--- config.mk ---
export PLATFORM = sky130hd
export DESIGN_NAME = sram_xfer_sched
export DESIGN_NICKNAME = d
export VERILOG_FILES = /design/src/rtl/sram_xfer_sched.sv
export SDC_FILE = /design/constraint.sdc
export NUM_CORES = 1
export LEC_CHECK = 0
export CAP_MARGIN = 20
export CORE_MARGIN = 2
export CORE_UTILIZATION = 58
export CTS_CLUSTER_SIZE = 28
export DETAILED_ROUTE_END_ITERATION = 16
export DONT_BUFFER_PORTS = 1
export GPL_TIMING_DRIVEN = 0
export MAX_ROUTING_LAYER = met4
export PLACE_DENSITY = 0.72
export REMOVE_ABC_BUFFERS = 1
export SLEW_MARGIN = 25
export SYNTH_ARGS = -nofsm -noshare
export SYNTH_HDL_FRONTEND = slang
export SYNTH_SLANG_ARGS = --single-unit
--- constraint.sdc ---
create_clock -name clk_i -period 4.2 [get_ports clk_i]
set_input_delay 0.84 -clock clk_i [delete_from_list [all_inputs] [get_ports clk_i]]
set_output_delay 0.84 -clock clk_i [all_outputs]
set_load 0.005 [all_outputs]
--- src/rtl/sram_xfer_sched.sv ---
// Round-robin scheduler sharing one SRAM DMA engine between two requesters.
// Validates lengths, drives level-held strobes, tracks the done handshake with a timeout.
module sram_xfer_sched #(
  parameter int unsigned MAX_LEN    = 512,
  parameter int unsigned GAP_CYCLES = 4,
  parameter int unsigned TIMEOUT    = 65535
) (
  input  logic       clk_i,
  input  logic       reset_i,
  input  logic       req0_i,
  input  logic       req1_i,
  input  logic       rw0_i,
  input  logic       rw1_i,
  input  logic [9:0] len0_i,
  input  logic [9:0] len1_i,
  output logic       gnt0_o,
  output logic       gnt1_o,
  output logic       done0_o,
  output logic       done1_o,
  output logic       err0_o,
  output logic       err1_o,
  output logic       xfer_read_o,
  output logic       xfer_write_o,
  output logic [9:0] xfer_len_o,
  input  logic       xfer_done_i,
  output logic       busy_o
);

  localparam int unsigned LEN_W = 10;
  localparam int unsigned TMR_W = $clog2(TIMEOUT + 1);
  localparam int unsigned GAP_W = $clog2(GAP_CYCLES + 1);

  localparam logic [LEN_W-1:0] MAX_LEN_V = LEN_W'(MAX_LEN);
  localparam logic [TMR_W-1:0] TMR_LAST  = TMR_W'(TIMEOUT - 1);
  localparam logic [GAP_W-1:0] GAP_LAST  = GAP_W'(GAP_CYCLES - 1);

  typedef enum logic [1:0] {
    S_IDLE = 2'd0,
    S_ACK  = 2'd1,
    S_RUN  = 2'd2,
    S_GAP  = 2'd3
  } state_e;

  state_e             state_q, state_d;
  logic               rr_q, rr_d;
  logic               owner_q, owner_d;
  logic [1:0]         gnt_q, gnt_d;
  logic [1:0]         done_q, done_d;
  logic [1:0]         err_q, err_d;
  logic               rd_q, rd_d;
  logic               wr_q, wr_d;
  logic [LEN_W-1:0]   len_q, len_d;
  logic [TMR_W-1:0]   timer_q, timer_d;
  logic [GAP_W-1:0]   gap_q, gap_d;
  logic               busy_q, busy_d;

  logic               any_req_c;
  logic               cand_c;
  logic               cand_rw_c;
  logic [LEN_W-1:0]   cand_len_c;
  logic               len_ok_c;
  logic               complete_c;
  logic               timeout_c;
  logic [1:0]         owner_mask_c;

  // Candidate: requester at rr pointer if asking, otherwise the other one
  assign any_req_c    = req0_i | req1_i;
  assign cand_c       = rr_q ? req1_i : ~req0_i;
  assign cand_len_c   = cand_c ? len1_i : len0_i;
  assign cand_rw_c    = cand_c ? rw1_i : rw0_i;
  assign len_ok_c     = (cand_len_c != '0) && !cand_len_c[0] && (cand_len_c <= MAX_LEN_V);

  assign complete_c   = (state_q == S_RUN) && xfer_done_i;
  assign timeout_c    = (timer_q == TMR_LAST);
  assign owner_mask_c = owner_q ? 2'b10 : 2'b01;

  always_ff @(posedge clk_i or posedge reset_i) begin
    if (reset_i) begin
      state_q <= S_IDLE;
      rr_q    <= 1'b0;
      owner_q <= 1'b0;
      gnt_q   <= '0;
      done_q  <= '0;
      err_q   <= '0;
      rd_q    <= 1'b0;
      wr_q    <= 1'b0;
      len_q   <= '0;
      timer_q <= '0;
      gap_q   <= '0;
      busy_q  <= 1'b0;
    end else begin
      state_q <= state_d;
      rr_q    <= rr_d;
      owner_q <= owner_d;
      gnt_q   <= gnt_d;
      done_q  <= done_d;
      err_q   <= err_d;
      rd_q    <= rd_d;
      wr_q    <= wr_d;
      len_q   <= len_d;
      timer_q <= timer_d;
      gap_q   <= gap_d;
      busy_q  <= busy_d;
    end
  end

  always_comb begin
    state_d = state_q;
    rr_d    = rr_q;
    owner_d = owner_q;
    gnt_d   = gnt_q;
    done_d  = '0;
    err_d   = '0;
    rd_d    = rd_q;
    wr_d    = wr_q;
    len_d   = len_q;
    timer_d = timer_q;
    gap_d   = gap_q;
    busy_d  = 1'b0;

    case (state_q)
      // Skip one cycle after a reject so the requester can drop req on its done pulse
      S_IDLE: begin
        if (any_req_c && (done_q == 2'b00)) begin
          rr_d = ~cand_c;
          if (len_ok_c) begin
            owner_d = cand_c;
            gnt_d   = cand_c ? 2'b10 : 2'b01;
            len_d   = cand_len_c;
            wr_d    = cand_rw_c;
            rd_d    = ~cand_rw_c;
            timer_d = '0;
            state_d = S_ACK;
          end else begin
            done_d  = cand_c ? 2'b10 : 2'b01;
            err_d   = cand_c ? 2'b10 : 2'b01;
          end
        end
      end

      S_ACK, S_RUN: begin
        timer_d = timer_q + TMR_W'(1);
        if ((state_q == S_ACK) && !xfer_done_i) begin
          state_d = S_RUN;
        end
        // A completion seen on the last timer cycle still counts as success
        if (complete_c || timeout_c) begin
          gnt_d   = '0;
          rd_d    = 1'b0;
          wr_d    = 1'b0;
          done_d  = owner_mask_c;
          err_d   = complete_c ? 2'b00 : owner_mask_c;
          gap_d   = '0;
          state_d = S_GAP;
        end
      end

      S_GAP: begin
        if (gap_q == GAP_LAST) begin
          state_d = S_IDLE;
        end else begin
          gap_d = gap_q + GAP_W'(1);
        end
      end

      default: state_d = S_IDLE;
    endcase

    busy_d = (state_d != S_IDLE);
  end

  assign gnt0_o       = gnt_q[0];
  assign gnt1_o       = gnt_q[1];
  assign done0_o      = done_q[0];
  assign done1_o      = done_q[1];
  assign err0_o       = err_q[0];
  assign err1_o       = err_q[1];
  assign xfer_read_o  = rd_q;
  assign xfer_write_o = wr_q;
  assign xfer_len_o   = len_q;
  assign busy_o       = busy_q;

endmodule

==> results.ini, run 1 <==
[clock_network]
htreeDepth = 2
hold_buffers = 0
cts.repair.resized = 0
post-cts-setup-buffers = 0
cts_tree = built
clkSinkCount = 42
cts_root_buf = clkbuf_8
clock_path_buffers = 2
clk_pin_slew_ns = 0.08
insertion_delay_ns = 0.29
cts_buffers = 5

[yosys]
synth_cells = 253
yosys_warnings = 0
netlist_area_um2 = 2464
yosys_most_used_dff = dfrtp_1
yosysSeqAreaShare = 0.4266
async_flop_share = 1.000
synth-edff-count = 0
synth_seq_cells = 42
synth_top_area_share = 0.4266
avgSynthCellArea_um2 = 9.738
synth_most_common_cell = dfrtp_1
yosys.area.top_type = dfrtp_1
synth_commonest_cells = 42 x dfrtp_1, 28 x nand2_1, 19 x o21ai_0
synth.area.top_cells = dfrtp_1 43%, nand2_1 4.3%, ha_1 4.1%
ys_types = 50

[run]
maxCapViolations = 0

[worst_setup_path]
cp_max_fo = 26
cp.arrival_ns = 3.12
crit_path_start_kind = primary input
crit_slowest_cell = a21oi_2
critPathKind = primary input to flop
cp.required_ns = 4.38
crit_cells = 6
cp-end-kind = flop
cpPeakStageDelay_ns = 0.76
crit_chain = nor4_2 -> nand4_1 -> and2_1 -> a21oi_2 -> nand2_1 -> a221o_1
reg2regPathDepth = 6
cp_top_family = simple AND/OR/NAND/NOR gates
path_buf_inv = 0

[cells_and_area]
regArea_um2 = 1051
final_util = 0.6392
multi_input_area_um2 = 1320
design_area_um2 = 2594
area_delta_synth_final_pct = 5.282
nNetsFinal = 284
n_fill_cell = 357
num_antenna_cells = 0
layout-drive-gt1-share = 0.1000

[global_route]
overflow = 0
grt_pass1_wl_um = 8190
track_usage = 0.2106
antenna_found_initial = 0
grt_pass1_vias = 1737
grt_max_degree = 41

[floorplan]
pin_count = 46
dieArea_um2 = 4785
fp.dieW_um = 69.18
fp-row-count = 23
initial_utilization = 0.6072
die_h_um = 69.18
core_area_um2 = 4058

[power_and_ir_drop]
power_density_nw_per_um2 = 600.8
p_leak_nw = 1.239
irDropWorstVdd_mv = 0.2502
sequentialPowerShare = 0.414
p_total_mw = 1.558
p_int_mw = 0.9283
p_comb_frac = 0.416
clkPwrFrac = 0.170
p_switching_mw = 0.6300
switching_share = 0.4043

[drt]
routed_via_density = 6.157
post-route-drc-count = 0
dr_total_vias = 1847
drt-total-wl_um = 4767
drtPass1Iterations = 4
dr.first_iter.drc_count = 73
wl_per_cell_um = 15.89
ant_nets = 0

[timing]
setup_violations = 0
worst_pin_slew_ns = 0.9395
hold_viol = 0
skew_ns = 0.005962
rsz0062_at_grt = no
maxSlewViolCount = 0
period_share = 0.7015
tns_ns = 0
fmax_mhz = 339.4
slew_headroom = 0.3736
finalWorstPathRequiredPeriod_ns = 2.946

[placement]
io_buffers = 0
place_hpwl_um = 3418
gp_congestion = 0.7598
placed_cell_area_um2 = 2492

[status]
run_status = completed

[worst_hold_path]
hold_path_class = primary input to asynchronous set/reset pin

-- worst paths after layout --
check | startpoint | endpoint | slack [ns]
min in group clk_i | owner_q | err_q[0] | 0.51
worst max register to register | rr_q | timer_q[2] | 1.45
worst max-delay path | len1_i[1] | timer_q[2] | 1.25
max in group asynchronous | reset_i | rr_q | 3.28
worst min register to register | owner_q | err_q[0] | 0.51
worst min-delay path | reset_i | timer_q[4] | 0.46
-- layout by cell type (no fill, tap or decap), types with 2 or more instances in the layout --
| master | netlist | routed |
|---|---|---|
| clkbuf_8 | 0 | 6 |
| dfrtp_1 | 42 | 42 |
| and4_1 | 2 | 2 |
| and3_1 | 14 | 14 |
| nor4b_1 | 10 | 10 |
| nand3_1 | 9 | 9 |
| nand2_1 | 28 | 28 |
| a21oi_2 | 2 | 2 |
| nand2b_1 | 4 | 4 |
| nor3_1 | 2 | 2 |
| nand3b_1 | 3 | 3 |
| ha_1 | 8 | 7 |
| o211ai_1 | 6 | 6 |
| a211o_1 | 11 | 11 |
| a32o_1 | 3 | 3 |
| mux2i_1 | 9 | 9 |
| a21o_1 | 2 | 2 |
| xnor2_1 | 2 | 2 |
| a21oi_1 | 6 | 6 |
| a22o_1 | 2 | 2 |
| nor2_1 | 13 | 13 |
| nand4_1 | 3 | 3 |
| nor4_2 | 4 | 4 |
| inv_1 | 10 | 9 |
| o21ai_0 | 19 | 19 |
| nor2b_1 | 2 | 2 |
| and2_1 | 4 | 4 |
| inv_2 | 1 | 2 |
-- through the flow --
| step | worst slack (ns) | cells | hold slack, ns |
|---|---|---|---|
| finish | 1.254 | 300 | 0.4552 |
| global route | 1.014 | 300 | 0.4948 |
| CTS | 1.277 | 300 | 0.4665 |
| detailed placement | 0.9657 | 292 | 0.4984 |
| global placement | 0.9838 | 291 | 0.4940 |
| floorplan | 1.432 | 241 | 0.4699 |
-- area by class of cell --
class | instances | share of cell area
well taps | 50 | 0.02412
clock inverters | 1 | 0.001930
multi-input cells | 188 | 0.5089
inverters | 11 | 0.01592
repair buffers | 1 | 0.01061
clock buffers | 7 | 0.03329
flip-flops and latches | 42 | 0.4052
-- power groups by stage --
| stage | Clock, mW | Combinational [mW] | Sequential [mW] |
|---|---|---|---|
| 2_1_floorplan | 0 | 0.505 | 0.624 |
| 3_3_place_gp | 0 | 0.622 | 0.649 |
| 3_5_place_dp | 0 | 0.637 | 0.654 |
| 4_1_cts | 0.273 | 0.640 | 0.645 |
| 5_1_grt | 0.291 | 0.728 | 0.662 |
| 6_report | 0.266 | 0.648 | 0.645 |
-- logic make-up (layout without fill, tap and decap cells) --
| family | after synthesis | after routing | synth area share |
|---|---|---|---|
| multiplexers | 9 | 9 | 0.03657 |
| flip-flops | 42 | 42 | 0.4266 |
| AO/OA/AOI/OAI | 61 | 61 | 0.1839 |
| XOR/XNOR | 2 | 2 | 0.007112 |
| buffers and inverters | 23 | 20 | 0.04164 |
| AND/OR/NAND/NOR | 108 | 108 | 0.2636 |
| adder cells (fa/ha/maj) | 8 | 8 | 0.04063 |
-- routing by layer --
layer,up-vias,track usage,routed length (um)
met1,890,0.2813,2306
met2,29,0.3291,2230
met4,0,0.03268,30
li1,923,-,-
met5,-,-,0
met3,5,0.05959,200
-- state kept, by name, summed over array words and instances, names as in the netlist --
register and cells:
timer_q 16, xfer_len_o 10, gap_q 3, done_q 2
err_q 2, gnt_q 2, state_q 2, busy_o 1
owner_q 1, rr_q 1, xfer_read_o 1, xfer_write_o 1
No activity file was read; power rests on OpenSTA's default activity.
==> run 2, diff against run 1 <==
--- a/config.mk
+++ b/config.mk
@@ -7,13 +7,13 @@
 export LEC_CHECK = 0
 export CAP_MARGIN = 20
 export CORE_MARGIN = 2
-export CORE_UTILIZATION = 58
+export CORE_UTILIZATION = 57
 export CTS_CLUSTER_SIZE = 28
 export DETAILED_ROUTE_END_ITERATION = 16
 export DONT_BUFFER_PORTS = 1
 export GPL_TIMING_DRIVEN = 0
 export MAX_ROUTING_LAYER = met4
-export PLACE_DENSITY = 0.72
+export PLACE_DENSITY = 0.73
 export REMOVE_ABC_BUFFERS = 1
 export SLEW_MARGIN = 25
 export SYNTH_ARGS = -nofsm -noshare
==> constraint.sdc (replaced) <==
create_clock -name clk_i -period 2.65 [get_ports clk_i]
set_input_delay 0.53 -clock clk_i [delete_from_list [all_inputs] [get_ports clk_i]]
set_output_delay 0.53 -clock clk_i [all_outputs]
set_load 0.005 [all_outputs]
==> run 2 against run 1 <==
  * Core utilization increased by 0.13 points
  * Sequential share of layout area fell by 0.37 points
  * Global-route usage grew 0.83 points
  * Power up 58%
  * Register-to-register slack worse by 1.4 ns
  * Setup slack lost 1.2 ns
  * Via count grew 2.4%
  * Clock power up 45%
  * Critical endpoint unchanged
  * Largest cell class unchanged
==> results.ini, run 2 (synthesis results as in run 1) <==
[drt]
dr.first_iter.drc_count = 136
post-route-drc-count = 0
wl_per_cell_um = 17.14
routed_via_density = 6.265
drtPass1Iterations = 4
ant_nets = 0
dr_total_vias = 1892
drt-total-wl_um = 5177

[clock_network]
hold_buffers = 0
htreeDepth = 2
cts_root_buf = clkbuf_8
insertion_delay_ns = 0.29
clk_pin_slew_ns = 0.08
cts_tree = built
clock_path_buffers = 2
cts_buffers = 5
clkSinkCount = 42

[global_route]
grt_max_degree = 41
antenna_found_initial = 0
use_met1 = 0.2765
overflow = 0
grt_pass1_vias = 1740
grt_pass1_wl_um = 8300
use_met2 = 0.3440
grt.met3_usage = 0.05959
track_usage = 0.2189
busiest_layer = met2

[floorplan]
fp.dieW_um = 69.74
die_h_um = 69.74
core_area_um2 = 4086
initial_utilization = 0.6029
fp-row-count = 23
pin_count = 46
dieArea_um2 = 4864

[cells_and_area]
num_antenna_cells = 0
finalNonFillerCells = 302
area_delta_synth_final_pct = 6.247
n_fill_cell = 347
layout_commonest_cell = dfrtp_1
layout.cells.most_common_list = 42 x dfrtp_1, 28 x nand2_1, 19 x o21ai_0
final_util = 0.6405
nNetsFinal = 287
layout-drive-gt1-share = 0.1032
largest_reg_flops = 16
top_register = timer_q

[power_and_ir_drop]
irDropWorstVdd_mv = 0.3336
power_density_nw_per_um2 = 938.6
p_leak_nw = 1.245
p_total_mw = 2.457

[placement]
place_hpwl_um = 3503
dp_slack_ns = -0.3148
io_buffers = 0
dp.cells = 292
gp_congestion = 0.7854

[worst_setup_path]
crit_start = state_q[1]
cp.arrival_ns = 2.76
critPathKind = flop to flop
cp.required_ns = 2.82
cp-end-kind = flop
crit_path_start_kind = flop
r2r_setup_slack_ns = 0.07
cp_max_fo = 14
reg2regPathDepth = 9
rr_startpoint = state_q[1]

[timing]
slew_headroom = 0.5177
finalWorstPathRequiredPeriod_ns = 2.585
fin_ws_ns = 0.06549
setup_violations = 0
fmax_mhz = 386.9
hold_viol = 0
worst_pin_slew_ns = 0.7211
maxSlewViolCount = 0
rsz0062_at_grt = yes
skew_ns = 0.006291
period_share = 0.9753

[status]
run_status = completed

[run]
maxCapViolations = 0

[worst_hold_path]
hold_path_class = primary input to asynchronous set/reset pin

==> run 2: changes by cell type in the layout (fill, tap and decap cells not counted) <==
cell / delta
clkinv_2: -1
a21oi_4: +2
buf_4: +2
clkbuf_1: +1
clkbuf_8: -1
a21oi_2: -1
==> run 2: metal layers <==
layer  vias up  share of wire
li1        934              -
met1       912           0.47
met2        37           0.47
met3         9          0.046
met4         0          0.017
met5         -              0
==> run 2: what timing repair did <==
item | in CTS | in global routing
resized for setup | 1 | 2
setup endpoints to repair | 6 | 17
buffers inserted | 0 | 2
cloned | 0 | 1
pin swaps | 0 | 1
hold endpoints to repair | 0 | 0
==> run 2: worst paths after layout <==
path                            endpoint
max                           timer_q[2]
min                             gap_q[1]
max reg2reg                   timer_q[2]
min reg2reg                xfer_len_o[7]
max in group asynchronous           rr_q
min in group clk_i             done_q[1]
==> run 2: per-stage QoR <==
| stage | TNS [ns] | instance area [um^2] | hold WS (ns) |
|---|---|---|---|
| floorplan | 0 | 2402 | 0.4699 |
| global placement | -2.262 | 2465 | 0.4885 |
| detailed placement | -2.496 | 2492 | 0.4420 |
| CTS | 0 | 2576 | 0.1238 |
| global route | -0.02732 | 2618 | 0.1385 |
| finish | 0 | 2618 | 0.1176 |
==> run 2: power by group <==
part / switching, mW / total (mW) / internal, mW
clock: 0.203 / 0.385 / 0.181
sequential: 0.175 / 1.02 / 0.845
combinational: 0.631 / 1.05 / 0.421
total: 1.01 / 2.46 / 1.45
==> run 2: worst max-delay path: stages (launching register included) <==
cell	delay, ns
dfrtp_1	0.43
inv_1	0.10
ha_2	0.19
inv_2	0.07
or4_4	0.55
a221oi_4	0.28
buf_4	0.19
a21oi_4	0.07
and2_4	0.23
a221o_1	0.36
==> run 2: final cells by class <==
type                       count  area [um^2]  area share
sequential                    42         1051      0.4015
inverter                      11        41.29     0.01577
multi-input combinational    189         1344      0.5134
timing repair buffer           3        42.54     0.01625
tap                           50        62.56     0.02390
clock buffer                   7        76.32     0.02916
==> run 3, diff against run 2 <==
--- a/config.mk
+++ b/config.mk
@@ -11,7 +11,6 @@
 export CTS_CLUSTER_SIZE = 28
 export DETAILED_ROUTE_END_ITERATION = 16
 export DONT_BUFFER_PORTS = 1
-export GPL_TIMING_DRIVEN = 0
 export MAX_ROUTING_LAYER = met4
 export PLACE_DENSITY = 0.73
 export REMOVE_ABC_BUFFERS = 1
==> run 3 against run 2 <==
  * Critical path depth unchanged
  * Sequential power about the same
  * First-iteration DRC count down 21%
  * Critical path type unchanged
  * Sequential cell count unchanged
  * Cell count up 1.7%
==> results.ini, run 3 (synthesis results as in run 1) <==
[worst_hold_path]
hold_path_class = primary input to asynchronous set/reset pin

[worst_setup_path]
cpPeakStageDelay_ns = 0.52
crit_slowest_cell = or4_4
cp_max_fo = 14
cp.arrival_ns = 2.63
cp-end-kind = flop
crit_path_start_kind = flop
critPathKind = flop to flop
cp.required_ns = 2.89
crit_chain = inv_1 -> ha_1 -> inv_2 -> or4_4 -> a221oi_4 -> a211oi_2 -> buf_4 -> nor4b_1 -> a211o_1

[timing]
hold_viol = 0
setup_violations = 0
fin_ws_ns = 0.2557
period_share = 0.9035
rsz0062_at_grt = no
maxSlewViolCount = 0
skew_ns = 0.01079
finalWorstPathRequiredPeriod_ns = 2.394
hold_slack_ns = 0.1503
worst_pin_slew_ns = 0.7489
fmax_mhz = 417.7
slew_headroom = 0.4976
tns_ns = 0

[global_route]
grt_pass1_vias = 1734
overflow = 0
track_usage = 0.2151
grt_max_degree = 21
antenna_found_initial = 0
grt_pass1_wl_um = 8252

[run]
maxCapViolations = 0

[floorplan]
die_h_um = 69.74
initial_utilization = 0.6029
pin_count = 46
dieArea_um2 = 4864
core_area_um2 = 4086
fp.dieW_um = 69.74
fp-row-count = 23

[clock_network]
clkSinkCount = 42
cts_buffers = 5
post-cts-setup-buffers = 0
cts_root_buf = clkbuf_8
htreeDepth = 2
hold_buffers = 0
clk_pin_slew_ns = 0.09
clock_path_buffers = 2
cts.repair.resized = 0
cts_tree = built
insertion_delay_ns = 0.30

[power_and_ir_drop]
p_comb_frac = 0.408
switching_share = 0.3890
p_int_mw = 1.579
sequentialPowerShare = 0.396
power_density_nw_per_um2 = 979.6
p_total_mw = 2.584
clkPwrFrac = 0.196
p_leak_nw = 1.271
irDropWorstVdd_mv = 0.4693
p_switching_mw = 1.005

[drt]
post-route-drc-count = 0
drt-total-wl_um = 4845
dr_total_vias = 1869
routed_via_density = 6.088
ant_nets = 0
wl_per_cell_um = 15.78
dr.first_iter.drc_count = 107
drtPass1Iterations = 4

[cells_and_area]
design_area_um2 = 2638
nNetsFinal = 291
top_register = timer_q
layout.cells.most_common_list = 42 x dfrtp_1, 28 x nand2_1, 19 x o21ai_0
layout-drive-gt1-share = 0.1206
layout_commonest_cell = dfrtp_1
area_delta_synth_final_pct = 7.059
n_fill_cell = 355
largest_reg_flops = 16
num_antenna_cells = 0

[placement]
placed_cell_area_um2 = 2525
io_buffers = 0
place_hpwl_um = 3639
dp_slack_ns = 0.2694
gp_congestion = 0.8164

[status]
run_status = completed

run 3: worst paths after layout:
kind,from,end,slack [ns],cells after the start
max,state_q[0],timer_q[12],0.26,9
min,reset_i,timer_q[14],0.15,1
max reg2reg,state_q[0],timer_q[12],0.26,9
min reg2reg,owner_q,err_q[0],0.50,1
max in group asynchronous,reset_i,timer_q[5],1.92,2
min in group clk_i,len1_i[0],done_q[1],0.42,2
run 3: cell type report:
class | instances | area (um^2) | share of cell area
Clock buffer | 5 | 68.82 | 0.02609
Tap cell | 50 | 62.56 | 0.02372
Multi-Input combinational cell | 188 | 1310 | 0.4967
Inverter | 11 | 41.29 | 0.01565
Timing Repair Buffer | 8 | 60.06 | 0.02277
Sequential cell | 42 | 1051 | 0.3985
Clock inverter | 3 | 43.79 | 0.01660
run 3: stage by stage:
stage / util / cells
after floorplan: - / 241
after global placement: 0.6179 / 299
after detailed placement: 0.6179 / 299
after CTS: 0.6454 / 307
after global routing: 0.6454 / 307
final: 0.6454 / 307
run 3: worst max-delay path: cells and delay by family, from the launching register on:
kind,cells,cell delay [ns]
flip-flops,1,0.41
AO/OA/AOI/OAI,3,0.51
AND/OR/NAND/NOR,2,0.86
buffers and inverters,3,0.37
adder cells (fa/ha/maj),1,0.19
run 3: power by group through the flow:
stage | combinational, mW | sequential (mW) | clock, mW
finish | 1.05 | 1.02 | 0.507
global route | 1.19 | 1.05 | 0.538
CTS | 1.06 | 1.03 | 0.518
detailed placement | 1.06 | 1.04 | 0
global placement | 1.05 | 1.03 | 0
floorplan | 0.800 | 0.990 | 0
run 3: per-layer routing:
layer  wire [um]  share of wire  vias up  track usage
met1        2345           0.48      876       0.2886
li1            -              -      946            -
met5           0              0        -            -
met4          44         0.0091        0      0.05128
met2        2213           0.46       41       0.3333
met3         241          0.050        6      0.05087
